==> config.mk <==
export PLATFORM = sky130hd
export DESIGN_NAME = spi_bus_arb_flat
export DESIGN_NICKNAME = d
export VERILOG_FILES = /design/src/rtl/spi_arb_pkg.sv /design/src/rtl/spi_bus_arb_if.sv /design/src/rtl/spi_arb_rr_sel.sv /design/src/rtl/spi_bus_arb.sv /design/src/flat_wrapper.sv
export SDC_FILE = /design/constraint.sdc
export NUM_CORES = 1
export LEC_CHECK = 0
export BUFFER_PORTS_ARGS = -buffer_cell sky130_fd_sc_hd__clkbuf_2
export CORE_MARGIN = 4
export CORE_UTILIZATION = 43
export CTS_CLUSTER_DIAMETER = 100
export DETAILED_ROUTE_END_ITERATION = 10
export GPL_ROUTABILITY_DRIVEN = 0
export PLACE_DENSITY = 0.82
export SETUP_SLACK_MARGIN = 0.5
export SYNTH_ARGS = -nofsm -noshare
export SYNTH_HDL_FRONTEND = slang
export SYNTH_HIERARCHICAL = 1
export SYNTH_SLANG_ARGS = --single-unit
==> constraint.sdc <==
create_clock -name clk -period 1.8 [get_ports clk]
set_input_delay 0.45 -clock clk [delete_from_list [all_inputs] [get_ports clk]]
set_output_delay 0.45 -clock clk [all_outputs]
set_load 0.05 [all_outputs]
==> src/rtl/spi_arb_pkg.sv <==
// Shared types and constants for the two-requester SPI bus arbiter.
package spi_arb_pkg;

    typedef enum logic [1:0] {
        IDLE  = 2'd0,
        GRANT = 2'd1,
        XFER  = 2'd2,
        GAP   = 2'd3
    } arb_state_e;

    localparam logic REQ_A2D   = 1'b0;
    localparam logic REQ_INERT = 1'b1;

    localparam int CMD_W = 16;

endpackage : spi_arb_pkg

==> src/rtl/spi_bus_arb_if.sv <==
// Requester handshakes, SPI master hookup and slave selects of the arbiter.
interface spi_bus_arb_if;
    import spi_arb_pkg::*;

    logic             req0_vld;
    logic [CMD_W-1:0] req0_cmd;
    logic             req0_lock;
    logic             req0_ack;
    logic             req0_done;

    logic             req1_vld;
    logic [CMD_W-1:0] req1_cmd;
    logic             req1_lock;
    logic             req1_ack;
    logic             req1_done;

    logic [CMD_W-1:0] rd_data;

    logic             m_wrt;
    logic [CMD_W-1:0] m_cmd;
    logic             m_done;
    logic [CMD_W-1:0] m_rd_data;
    logic             m_SS_n;

    logic             ss0_n;
    logic             ss1_n;
    logic             owner;
    logic             busy;

    // Arbiter side.
    modport slave (
        input  req0_vld, req0_cmd, req0_lock,
        input  req1_vld, req1_cmd, req1_lock,
        input  m_done, m_rd_data, m_SS_n,
        output req0_ack, req0_done, req1_ack, req1_done,
        output rd_data, m_wrt, m_cmd, ss0_n, ss1_n, owner, busy
    );

    // Requesters / SPI master / slaves side.
    modport master (
        output req0_vld, req0_cmd, req0_lock,
        output req1_vld, req1_cmd, req1_lock,
        output m_done, m_rd_data, m_SS_n,
        input  req0_ack, req0_done, req1_ack, req1_done,
        input  rd_data, m_wrt, m_cmd, ss0_n, ss1_n, owner, busy
    );

endinterface : spi_bus_arb_if

==> src/rtl/spi_arb_rr_sel.sv <==
// Combinational 2-way round-robin pick; a forced owner keeps the bus while it still requests.
module spi_arb_rr_sel (
    input  logic [1:0] vld,
    input  logic       owner,
    input  logic       force_owner,
    output logic       pick,
    output logic       pick_valid
);

    always_comb begin
        pick_valid = |vld;
        if (force_owner && vld[owner]) begin
            pick = owner;
        end else if (&vld) begin
            pick = ~owner;
        end else begin
            pick = vld[1];
        end
    end

endmodule : spi_arb_rr_sel

==> src/rtl/spi_bus_arb.sv <==
// Shares one SPI master between the A2D (0) and inertial (1) requesters, round-robin.
// Define SPI_ARB_LOCK_EN to let a locked owner keep the bus for up to MAX_LOCK transactions.
module spi_bus_arb
    import spi_arb_pkg::*;
#(
    parameter int IDLE_GAP = 2,
    parameter int MAX_LOCK = 4
) (
    input logic          clk,
    input logic          rst_n,
    spi_bus_arb_if.slave bus
);

    localparam int GAP_W = (IDLE_GAP < 2) ? 1 : $clog2(IDLE_GAP);
    localparam int LCK_W = (MAX_LOCK < 2) ? 1 : $clog2(MAX_LOCK + 1);

    arb_state_e       state_q, state_d;
    logic             owner_q, owner_d;
    logic [CMD_W-1:0] m_cmd_q, m_cmd_d;
    logic [CMD_W-1:0] rd_data_q, rd_data_d;
    logic             done0_q, done0_d;
    logic             done1_q, done1_d;
    logic [GAP_W-1:0] gap_q, gap_d;
    logic [LCK_W-1:0] lock_cnt_q, lock_cnt_d;
    logic             force_q, force_d;

    logic             pick;
    logic             pick_valid;
    logic             lock_req;
    logic             xfer_phase;

`ifdef SPI_ARB_LOCK_EN
    assign lock_req = owner_q ? bus.req1_lock : bus.req0_lock;
`else
    logic unused_lock;
    assign lock_req    = 1'b0;
    assign unused_lock = bus.req0_lock ^ bus.req1_lock;
`endif

    spi_arb_rr_sel u_rr_sel (
        .vld         ({bus.req1_vld, bus.req0_vld}),
        .owner       (owner_q),
        .force_owner (force_q),
        .pick        (pick),
        .pick_valid  (pick_valid)
    );

    always_ff @(posedge clk or negedge rst_n) begin
        if (!rst_n) begin
            state_q    <= IDLE;
            owner_q    <= REQ_INERT;
            m_cmd_q    <= '0;
            rd_data_q  <= '0;
            done0_q    <= 1'b0;
            done1_q    <= 1'b0;
            gap_q      <= '0;
            lock_cnt_q <= '0;
            force_q    <= 1'b0;
        end else begin
            state_q    <= state_d;
            owner_q    <= owner_d;
            m_cmd_q    <= m_cmd_d;
            rd_data_q  <= rd_data_d;
            done0_q    <= done0_d;
            done1_q    <= done1_d;
            gap_q      <= gap_d;
            lock_cnt_q <= lock_cnt_d;
            force_q    <= force_d;
        end
    end

    always_comb begin
        state_d    = state_q;
        owner_d    = owner_q;
        m_cmd_d    = m_cmd_q;
        rd_data_d  = rd_data_q;
        done0_d    = 1'b0;
        done1_d    = 1'b0;
        gap_d      = gap_q;
        lock_cnt_d = lock_cnt_q;
        force_d    = force_q;

        unique case (state_q)
            IDLE: begin
                if (pick_valid) begin
                    owner_d = pick;
                    m_cmd_d = pick ? bus.req1_cmd : bus.req0_cmd;
                    force_d = 1'b0;
                    if (pick != owner_q) lock_cnt_d = '0;
                    state_d = GRANT;
                end
            end
            GRANT: begin
                state_d = XFER;
            end
            XFER: begin
                if (bus.m_done) begin
                    rd_data_d = bus.m_rd_data;
                    done0_d   = (owner_q == REQ_A2D);
                    done1_d   = (owner_q == REQ_INERT);
                    gap_d     = '0;
                    state_d   = (IDLE_GAP == 0) ? IDLE : GAP;
                    // The lock run ends itself once MAX_LOCK back-to-back transactions are used.
                    if (lock_req && (lock_cnt_q < LCK_W'(MAX_LOCK - 1))) begin
                        lock_cnt_d = lock_cnt_q + LCK_W'(1);
                        force_d    = 1'b1;
                    end else begin
                        lock_cnt_d = '0;
                        force_d    = 1'b0;
                    end
                end
            end
            GAP: begin
                if (gap_q == GAP_W'(IDLE_GAP - 1)) begin
                    state_d = IDLE;
                end else begin
                    gap_d = gap_q + GAP_W'(1);
                end
            end
            default: begin
                state_d = IDLE;
            end
        endcase
    end

    // Selects only follow the master while the owner actually holds the bus.
    assign xfer_phase    = (state_q == GRANT) || (state_q == XFER);
    assign bus.ss0_n     = (xfer_phase && (owner_q == REQ_A2D))   ? bus.m_SS_n : 1'b1;
    assign bus.ss1_n     = (xfer_phase && (owner_q == REQ_INERT)) ? bus.m_SS_n : 1'b1;

    assign bus.m_wrt     = (state_q == GRANT);
    assign bus.req0_ack  = (state_q == GRANT) && (owner_q == REQ_A2D);
    assign bus.req1_ack  = (state_q == GRANT) && (owner_q == REQ_INERT);
    assign bus.req0_done = done0_q;
    assign bus.req1_done = done1_q;
    assign bus.m_cmd     = m_cmd_q;
    assign bus.rd_data   = rd_data_q;
    assign bus.owner     = owner_q;
    assign bus.busy      = (state_q != IDLE);

endmodule : spi_bus_arb

==> src/flat_wrapper.sv <==
// flat-port wrapper written by rule: the top's interface ports become plain ports
module spi_bus_arb_flat import spi_arb_pkg::*;
#(
    parameter int IDLE_GAP = 2,
    parameter int MAX_LOCK = 4
)
  (clk, rst_n, bus_req0_vld, bus_req0_cmd, bus_req0_lock, bus_req1_vld, bus_req1_cmd, bus_req1_lock, bus_m_done, bus_m_rd_data, bus_m_SS_n, bus_req0_ack, bus_req0_done, bus_req1_ack, bus_req1_done, bus_rd_data, bus_m_wrt, bus_m_cmd, bus_ss0_n, bus_ss1_n, bus_owner, bus_busy);
  spi_bus_arb_if bus_i ();
  input logic clk;
  input logic rst_n;
  input wire logic [$bits(bus_i.req0_vld)-1:0] bus_req0_vld;
  input wire logic [$bits(bus_i.req0_cmd)-1:0] bus_req0_cmd;
  input wire logic [$bits(bus_i.req0_lock)-1:0] bus_req0_lock;
  input wire logic [$bits(bus_i.req1_vld)-1:0] bus_req1_vld;
  input wire logic [$bits(bus_i.req1_cmd)-1:0] bus_req1_cmd;
  input wire logic [$bits(bus_i.req1_lock)-1:0] bus_req1_lock;
  input wire logic [$bits(bus_i.m_done)-1:0] bus_m_done;
  input wire logic [$bits(bus_i.m_rd_data)-1:0] bus_m_rd_data;
  input wire logic [$bits(bus_i.m_SS_n)-1:0] bus_m_SS_n;
  output wire logic [$bits(bus_i.req0_ack)-1:0] bus_req0_ack;
  output wire logic [$bits(bus_i.req0_done)-1:0] bus_req0_done;
  output wire logic [$bits(bus_i.req1_ack)-1:0] bus_req1_ack;
  output wire logic [$bits(bus_i.req1_done)-1:0] bus_req1_done;
  output wire logic [$bits(bus_i.rd_data)-1:0] bus_rd_data;
  output wire logic [$bits(bus_i.m_wrt)-1:0] bus_m_wrt;
  output wire logic [$bits(bus_i.m_cmd)-1:0] bus_m_cmd;
  output wire logic [$bits(bus_i.ss0_n)-1:0] bus_ss0_n;
  output wire logic [$bits(bus_i.ss1_n)-1:0] bus_ss1_n;
  output wire logic [$bits(bus_i.owner)-1:0] bus_owner;
  output wire logic [$bits(bus_i.busy)-1:0] bus_busy;
  assign bus_i.req0_vld = bus_req0_vld;
  assign bus_i.req0_cmd = bus_req0_cmd;
  assign bus_i.req0_lock = bus_req0_lock;
  assign bus_i.req1_vld = bus_req1_vld;
  assign bus_i.req1_cmd = bus_req1_cmd;
  assign bus_i.req1_lock = bus_req1_lock;
  assign bus_i.m_done = bus_m_done;
  assign bus_i.m_rd_data = bus_m_rd_data;
  assign bus_i.m_SS_n = bus_m_SS_n;
  assign bus_req0_ack = bus_i.req0_ack;
  assign bus_req0_done = bus_i.req0_done;
  assign bus_req1_ack = bus_i.req1_ack;
  assign bus_req1_done = bus_i.req1_done;
  assign bus_rd_data = bus_i.rd_data;
  assign bus_m_wrt = bus_i.m_wrt;
  assign bus_m_cmd = bus_i.m_cmd;
  assign bus_ss0_n = bus_i.ss0_n;
  assign bus_ss1_n = bus_i.ss1_n;
  assign bus_owner = bus_i.owner;
  assign bus_busy = bus_i.busy;
  spi_bus_arb #(.IDLE_GAP(IDLE_GAP), .MAX_LOCK(MAX_LOCK)) u_core (.clk(clk), .rst_n(rst_n), .bus(bus_i));
endmodule
==> results.cfg, run 1 <==
[detailed_routing]
wl_per_cell_um = 20.8
drt-pass1-iter-count = 4
routed_via_density = 5.17
ant_nets = 0
wl_um = 6770
drcViolationCount = 0
drtIter0Drc = 73
vias = 1685

[job]
drv_cap = 0

[power]
p_leak_nw = 1.73
power.total_w = 0.00796
power.density_nw_per_um2 = 2300
peakVddDrop_mv = 1.44

[clocking]
cts_made_buffers = 5
root_buffer = clkbuf_8
clk_latency_ns = 0.29
cts.sinks = 38
clk_pin_slew_ns = 0.07
cts_buffer_depth = 2
h-tree-depth = 2
cts_tree = done

[timing]
fmax_mhz = 487
finClkSkew_ns = 0.00339
rsz0062_at_grt = yes
timing.final.ws_setup_ns = -0.253
final.min_clock_period_ns = 2.05
slew_viol_final = 0
tightest_slew_ns = 0.502
fin_crit_sh_pct = 114
relSlewSlack_pct = 66.5
tns_ns = -0.562
setup_viol = 5
hold_violations = 0

[floorplan]
die_h_um = 70.8
num_rows = 22
initial_core_util_pct = 45.3
dieArea_um2 = 5010
ios = 97
die_w_um = 70.8
core_area_um2 = 3740

[logic_synthesis]
netlist_area_um2 = 1700
async_flop_share_pct = 100
yosysUniqueCellTypes = 23
ys.flop_type = dfrtp_1
avgSynthCellArea_um2 = 12.1
syn_nets = 201
yosysWarnings = 6
synth_edf_count = 0
ys_seq_area_share_pct = 56.2
synthCells = 140
ys_seq_elements = 38

[setup_path]
crit_slowest_cell = dfrtp_1
crit_type = reg2out
crit_chain = inv_2 -> ha_4 -> or3b_4 -> clkbuf_16
path_delay_family = flip-flops
slowest_delay_ns = 0.39
end_kind = output port
arrival_ns = 1.60
reg2reg_slack_ns = 0.02
r2r_end = u_core/state_q[1]
rr_startpoint = u_core/state_q[1]
path_max_fanout = 2
critPathLaunch = u_core/state_q[1]
cp.required_ns = 1.35
critical_path_buf_inv_count = 2
cp-start-kind = register
r2r_cells = 6

[finish]
drive_gt1_share_pct = 68.0
num_antenna_cells = 0
area_growth_pct = 104
nets = 338

[grt]
grt.overflow.total = 0
grt_pass1_wl_um = 8420
antenna_found_initial = 0
grt_max_degree = 21
grt_pass1_vias = 1765
groute.usage.overall_pct = 21.4

[placed_design]
io_buffers = 94
hpwlAfterDp_um = 3080

[run_status]
outcome = finished, violations left
violations = setup timing

[min_path]
hp-class = in2async
-- worst register-to-register path, delay by kind of cell, from the launching register on --
family,cells,cell delay [ns]
adders and majority gates,1,0.16
muxes,1,0.29
buffers and inverters,3,0.47
DFF,1,0.41
AOI/OAI and AO/OA,1,0.33
-- registers in the layout (all words and copies together), names as in the netlist --
signal,cells
u_core/bus.req1_done,1
u_core/bus.owner,1
u_core/state_q,2
u_core/bus.rd_data,16
u_core/bus.m_cmd,16
u_core/bus.req0_done,1
u_core/gap_q,1
-- cell families (layout without fill, tap and decap cells) --
group	Yosys count	after routing	synth area share [%]
compound gates	19	19	6.05
xor+xnor	1	1	0.517
fa+ha+maj	5	5	3.69
buf+inv	13	150	3.40
flops	38	38	56.2
mux	36	36	22.6
other cells	1	1	0.221
simple gates	27	28	7.38
-- final cells by class --
class / instances / area [um2]
repair buffers: 136 / 1390
clock inverters: 1 / 5.00
well taps: 48 / 60.1
clock buffers: 7 / 86.3
flip-flops and latches: 38 / 956
inverters: 6 / 26.3
fillers: 135 / 280
multi-input cells: 90 / 943
-- synth_stat cells, types with 2 or more instances --
| library cell | n | area, um2 |
|---|---|---|
| and2_1 | 2 | 12.5 |
| clkbuf_1 | 2 | 7.51 |
| dfrtp_1 | 37 | 926 |
| mux2i_1 | 18 | 180 |
| inv_1 | 6 | 22.5 |
| ha_1 | 5 | 62.6 |
| a21oi_1 | 17 | 85.1 |
| mux2_2 | 17 | 191 |
| nor2_1 | 19 | 71.3 |
| buf_2 | 4 | 20.0 |
-- routing by layer --
metal	global-route usage (%)	wire (um)
met5	0	0
met4	6.05	141
met3	7.95	583
met2	40.0	3670
met1	22.3	2380
-- per-stage QoR --
stage	cell area, um2	setup slack, ns	util (%)	hold WS (ns)	cells
6_report	3460	-0.253	92.5	0.112	326
5_1_grt	3460	-0.286	92.5	0.142	326
4_1_cts	3090	-0.160	82.5	0.120	309
3_5_place_dp	2320	-0.229	62.1	0.426	284
3_3_place_gp	2320	-0.204	62.1	0.424	284
2_1_floorplan	1780	0.142	-	0.154	140
-- cells in the final DEF, fill, tap and decap left out, types with 4 or more instances in the layout --
master	netlist	layout
buf_4	1	24
buf_8	0	36
buf_6	0	12
a21oi_2	0	5
mux2_4	0	18
mux2i_1	18	13
a21oi_1	17	12
clkbuf_2	0	53
clkbuf_16	0	6
clkbuf_8	0	6
ha_4	0	4
nor2_1	19	18
dfrtp_1	37	37
-- report_power, final --
part | switching, W | leakage (nW) | internal (W) | total [W]
Clock | 0.000290 | 0.0482 | 0.000309 | 0.000599
Combinational | 0.00288 | 1.24 | 0.00277 | 0.00565
Sequential | 0.000412 | 0.438 | 0.00130 | 0.00171
-- worst max path at each step --
| stage | depth (start not counted) | slack [ns] | to |
|---|---|---|---|
| 5_1_grt | 4 | -0.29 | bus_ss0_n |
| 3_3_place_gp | 4 | -0.20 | u_core/bus.m_cmd[10] |
| 6_report | 4 | -0.25 | bus_ss0_n |
| 2_1_floorplan | 3 | 0.14 | bus_ss0_n |
| 4_1_cts | 4 | -0.16 | bus_ss0_n |
| 3_5_place_dp | 4 | -0.23 | u_core/bus.m_cmd[8] |
-- repair_timing --
| action | in CTS | in global routing |
|---|---|---|
| gates cloned | 3 | 1 |
| endpoints found under the hold margin | 0 | 0 |
| gates resized for setup | 103 | 76 |
| setup buffers | 14 | 16 |
| hold buffers | 0 | 0 |
| endpoints found under the setup margin | 76 | 76 |
| pin swaps | 6 | 20 |
(Power assumes the default switching activity.)
==> inputs of run 2 (changes only) <==
--- a/config.mk
+++ b/config.mk
@@ -6,7 +6,6 @@
 export NUM_CORES = 1
 export LEC_CHECK = 0
 export BUFFER_PORTS_ARGS = -buffer_cell sky130_fd_sc_hd__clkbuf_2
-export CORE_MARGIN = 4
 export CORE_UTILIZATION = 43
 export CTS_CLUSTER_DIAMETER = 100
 export DETAILED_ROUTE_END_ITERATION = 10
==> run 2 against run 1 <==
Net effect: the run still ends with setup timing left; sequential power about the same; critical path depth unchanged; non-clock buffer count increased by 3; hold slack got worse by 0.024 ns; fmax increased by 1.8%; total power decreased by 1.7%; setup slack improved by 0.037 ns; via count decreased by 0.83%; combinational power decreased by 3%; clock power increased by 3%; largest cell class unchanged; largest power group unchanged.
==> results.cfg, run 2 (synthesis gave the netlist of run 1 again) <==
[run_status]
outcome = finished, violations left
violations = setup timing

[finish]
layout_common_cells = clkbuf_2 (53), buf_8 (40), dfrtp_1 (37)
nets = 340
final_common_cell = clkbuf_2
fin_area_um2 = 3410
area_growth_pct = 101
drive_gt1_share_pct = 67.1
num_antenna_cells = 0

[clocking]
cts_made_buffers = 5
clk_latency_ns = 0.30
h-tree-depth = 2
cts_tree = done
cts.sinks = 38
clk_pin_slew_ns = 0.08
root_buffer = clkbuf_8
cts_buffer_depth = 2

[timing]
finClkSkew_ns = 0.0139
hold_violations = 0
rsz0062_at_grt = yes
slew_viol_final = 0
fmax_mhz = 496
setup_viol = 5
fin_crit_sh_pct = 112
timing.final.ws_setup_ns = -0.216
final.min_clock_period_ns = 2.02

[detailed_routing]
vias = 1671
wl_um = 6490
ant_nets = 0
wl_per_cell_um = 19.8
drt-pass1-iter-count = 4
drcViolationCount = 0
routed_via_density = 5.09
drtIter0Drc = 54

[power]
power.density_nw_per_um2 = 2290
peakVddDrop_mv = 1.76
p_leak_nw = 1.73
power.total_w = 0.00782

[setup_path]
crit_chain = inv_2 -> ha_4 -> or3b_4 -> buf_8
end_kind = output port
crit_type = reg2out
crit_slowest_cell = dfrtp_1
arrival_ns = 1.57
slowest_delay_ns = 0.39
path_max_fanout = 2
cp-start-kind = register
cp.required_ns = 1.35
r2r_cells = 7

[grt]
grt_pass1_wl_um = 8740
grt.overflow.total = 0
antenna_found_initial = 0
grt_pass1_vias = 1643
groute.usage.overall_pct = 29.5
grt_max_degree = 34

[floorplan]
dieArea_um2 = 4200
die_h_um = 64.8
ios = 97
die_w_um = 64.8
num_rows = 22
core_area_um2 = 3720
initial_core_util_pct = 45.6

[job]
drv_cap = 0

[placed_design]
hpwlAfterDp_um = 2790
io_buffers = 94
placed_area_um2 = 2340

[min_path]
hp-class = in2async
## run 2: changes by cell type in the layout (fill, tap and decap cells not counted), sizes merged
cell    change
and2        -1
clkbuf      -4
buf         +7
## run 2: layer usage
layer / part of all wire (%) / global-route usage (%) / up-vias
met5: 0 / 0 / -
met4: 2.9 / 10.6 / 0
met3: 7.0 / 8.63 / 14
met2: 54 / 54.9 / 91
met1: 36 / 30.8 / 816
li1: - / - / 750
## run 2: layout make-up
cell class | instances | area [um2]
inverters | 6 | 26.3
clock inverters | 1 | 5.00
clock buffers | 7 | 86.3
well taps | 48 | 60.1
flip-flops and latches | 38 | 956
repair buffers | 139 | 1380
multi-input cells | 89 | 903
fillers | 129 | 302
## run 2: final timing paths
check / slack (ns) / start / to
max: -0.22 / u_core/state_q[0] / bus_ss0_n
min: 0.09 / rst_n / u_core/bus.m_cmd[12]
max reg2reg: 0.03 / u_core/bus.owner / u_core/bus.m_cmd[14]
min reg2reg: 0.56 / u_core/bus.rd_data[9] / u_core/bus.rd_data[9]
max in group asynchronous: 1.17 / rst_n / u_core/bus.owner
min in group clk: 0.38 / bus_m_rd_data[1] / u_core/bus.rd_data[1]
## run 2: power breakdown
part | internal (W) | switching, W
sequential | 0.00130 | 0.000424
combinational | 0.00267 | 0.00281
clock | 0.000309 | 0.000305
total | 0.00428 | 0.00354
## run 2: worst max-delay path: cells and delay by family (launching register included)
family	cells	cell delay (ns)
buf+inv	2	0.23
fa+ha+maj	1	0.27
simple gates	1	0.38
flops	1	0.39
## run 2: what timing repair did
action                     in CTS  in global routing
hold buffers                    0                  0
setup endpoints to repair      76                 76
buffers inserted               20                 12
cloned                          3                  0
pin swaps                      11                  9
gates resized for setup       119                 54
## run 2: through the flow
stage	hold WS (ns)	cells	TNS, ns	util, %	worst slack [ns]
floorplan	0.154	140	0	-	0.142
global placement	0.406	285	-2.18	63.1	-0.153
detailed placement	0.408	285	-3.51	63.1	-0.246
CTS	0.0941	316	-0.238	86.2	-0.170
global route	0.121	328	-0.477	91.9	-0.232
finish	0.0884	328	-0.301	91.9	-0.216
==> inputs of run 3 (changes only) <==
--- a/config.mk
+++ b/config.mk
@@ -7,6 +7,7 @@
 export LEC_CHECK = 0
 export BUFFER_PORTS_ARGS = -buffer_cell sky130_fd_sc_hd__clkbuf_2
 export CORE_UTILIZATION = 43
+export CTS_BUF_LIST = sky130_fd_sc_hd__clkbuf_16
 export CTS_CLUSTER_DIAMETER = 100
 export DETAILED_ROUTE_END_ITERATION = 10
 export GPL_ROUTABILITY_DRIVEN = 0
==> run 3 against run 2 <==
Net effect: the flow still finishes with violations (setup timing); first-iteration DRC count is 130% higher; hold slack improved by 0.022 ns; highest routed layer unchanged; non-clock buffer count shrank 6; critical path type unchanged; via count is 3.6% higher; sequential power about the same; register-to-register slack worse by 0.18 ns; largest cell class unchanged; sequential cell count is the same.
==> results.cfg, run 3 (synthesis gave the netlist of run 1 again) <==
[finish]
instances_no_fill = 323
area_growth_pct = 101
layout_common_cells = clkbuf_2 (53), dfrtp_1 (37), buf_8 (34)
final_common_cell = clkbuf_2
num_antenna_cells = 0
nets = 335
final_core_util_pct = 91.9
drive_gt1_share_pct = 65.1

[detailed_routing]
wl_per_cell_um = 20.8
wl_um = 6710
routed_via_density = 5.36
drt-pass1-iter-count = 4
ant_nets = 0
drtIter0Drc = 126
drcViolationCount = 0
vias = 1731

[setup_path]
cp-start-kind = register
end_kind = output port
path_max_fanout = 2
cp.required_ns = 1.35
reg2reg_slack_ns = -0.15
arrival_ns = 1.58
crit_type = reg2out

[power]
p_leak_nw = 1.73
comb_power_share_pct = 68.3
p_switching_w = 0.00358
switching_share_pct = 44.7
p_seq_share_pct = 21.5
clockPowerShare_pct = 10.2
peakVddDrop_mv = 1.54
power.density_nw_per_um2 = 2350
p_int_w = 0.00443

[timing]
setup_viol = 13
slew_viol_final = 0
rsz0062_at_grt = yes
final.min_clock_period_ns = 2.03
timing.final.ws_setup_ns = -0.230
finClkSkew_ns = 0.00873
hold_violations = 0
fin_crit_sh_pct = 113
fmax_mhz = 493

[job]
drv_cap = 0

[grt]
grt_pass1_vias = 1607
grt-busiest-layer = met2
grt_util_met1_pct = 27.3
antenna_found_initial = 0
groute.usage.overall_pct = 25.9
grt.overflow.total = 0
met3_usage_pct = 7.75
grt_pass1_wl_um = 7930
grt_max_degree = 34
grtUsageMet2_pct = 48.6

[min_path]
hp-class = in2async

[floorplan]
initial_core_util_pct = 45.6
num_rows = 22
die_h_um = 64.8
ios = 97
dieArea_um2 = 4200
core_area_um2 = 3720
die_w_um = 64.8

[clocking]
cts_hold_buf = 0
clk_pin_slew_ns = 0.06
clk_latency_ns = 0.28
cts.sinks = 38
cts_buffer_depth = 2
cts_tree = done
cts_made_buffers = 5
root_buffer = clkbuf_16
h-tree-depth = 2

[placed_design]
dp.cells = 285
hpwlAfterDp_um = 2790
io_buffers = 94

[run_status]
violations = setup timing
outcome = finished, violations left
-- run 3: power by group through the flow --
stage	Combinational, W	Sequential [W]	Clock [W]
2_1_floorplan	0.00122	0.00288	0
3_3_place_gp	0.00330	0.00151	0
3_5_place_dp	0.00336	0.00152	0
4_1_cts	0.00469	0.00158	0.000832
5_1_grt	0.00560	0.00175	0.000867
6_report	0.00547	0.00172	0.000821
-- run 3: area by class of cell --
type,instances,area (um2)
clock buffer,5,125
clock inverter,3,12.5
fill,129,303
inverter,6,26.3
multi-input combinational,90,882
sequential,38,956
tap,48,60.1
timing repair buffer,133,1350
-- run 3: final timing paths --
path / start / endpoint / cells past startpoint
min: rst_n / u_core/bus.m_cmd[13] / 1
min reg2reg: u_core/bus.rd_data[15] / u_core/bus.rd_data[15] / 1
max reg2reg: u_core/state_q[0] / u_core/state_q[0] / 9
min in group clk: bus_m_rd_data[4] / u_core/bus.rd_data[4] / 2
max: u_core/state_q[0] / bus_ss0_n / 4
max in group asynchronous: rst_n / u_core/bus.owner / 2
-- run 3: metrics by stage --
stage | setup WS, ns | total power (W) | area, um2 | hold slack, ns | setup TNS [ns]
final | -0.230 | 0.00801 | 3410 | 0.111 | -0.671
after global routing | -0.239 | 0.00822 | 3410 | 0.136 | -0.757
after CTS | -0.150 | 0.00710 | 3190 | 0.117 | -0.160
after detailed placement | -0.246 | 0.00488 | 2340 | 0.408 | -3.51
after global placement | -0.153 | 0.00481 | 2340 | 0.406 | -2.18
after floorplan | 0.142 | 0.00410 | 1780 | 0.154 | 0
-- run 3: critical path: stages (launching register included) --
cell and delay, ns:
dfrtp_1 0.42, inv_2 0.08, ha_4 0.27, or3b_4 0.37
buf_8 0.16
-- run 3: what timing repair did --
action / 4_1_cts / 5_1_grt
endpoints found under the setup margin: 76 / 74
buffers inserted: 12 / 14
pin swaps: 12 / 2
gates cloned: 3 / 1
gates resized for setup: 117 / 48
-- run 3: routing by layer --
metal	wire (um)	vias up	share of wire [%]
li1	-	739	-
met1	2280	860	34
met2	3660	114	54
met3	560	18	8.3
met4	215	0	3.2
met5	0	-	0
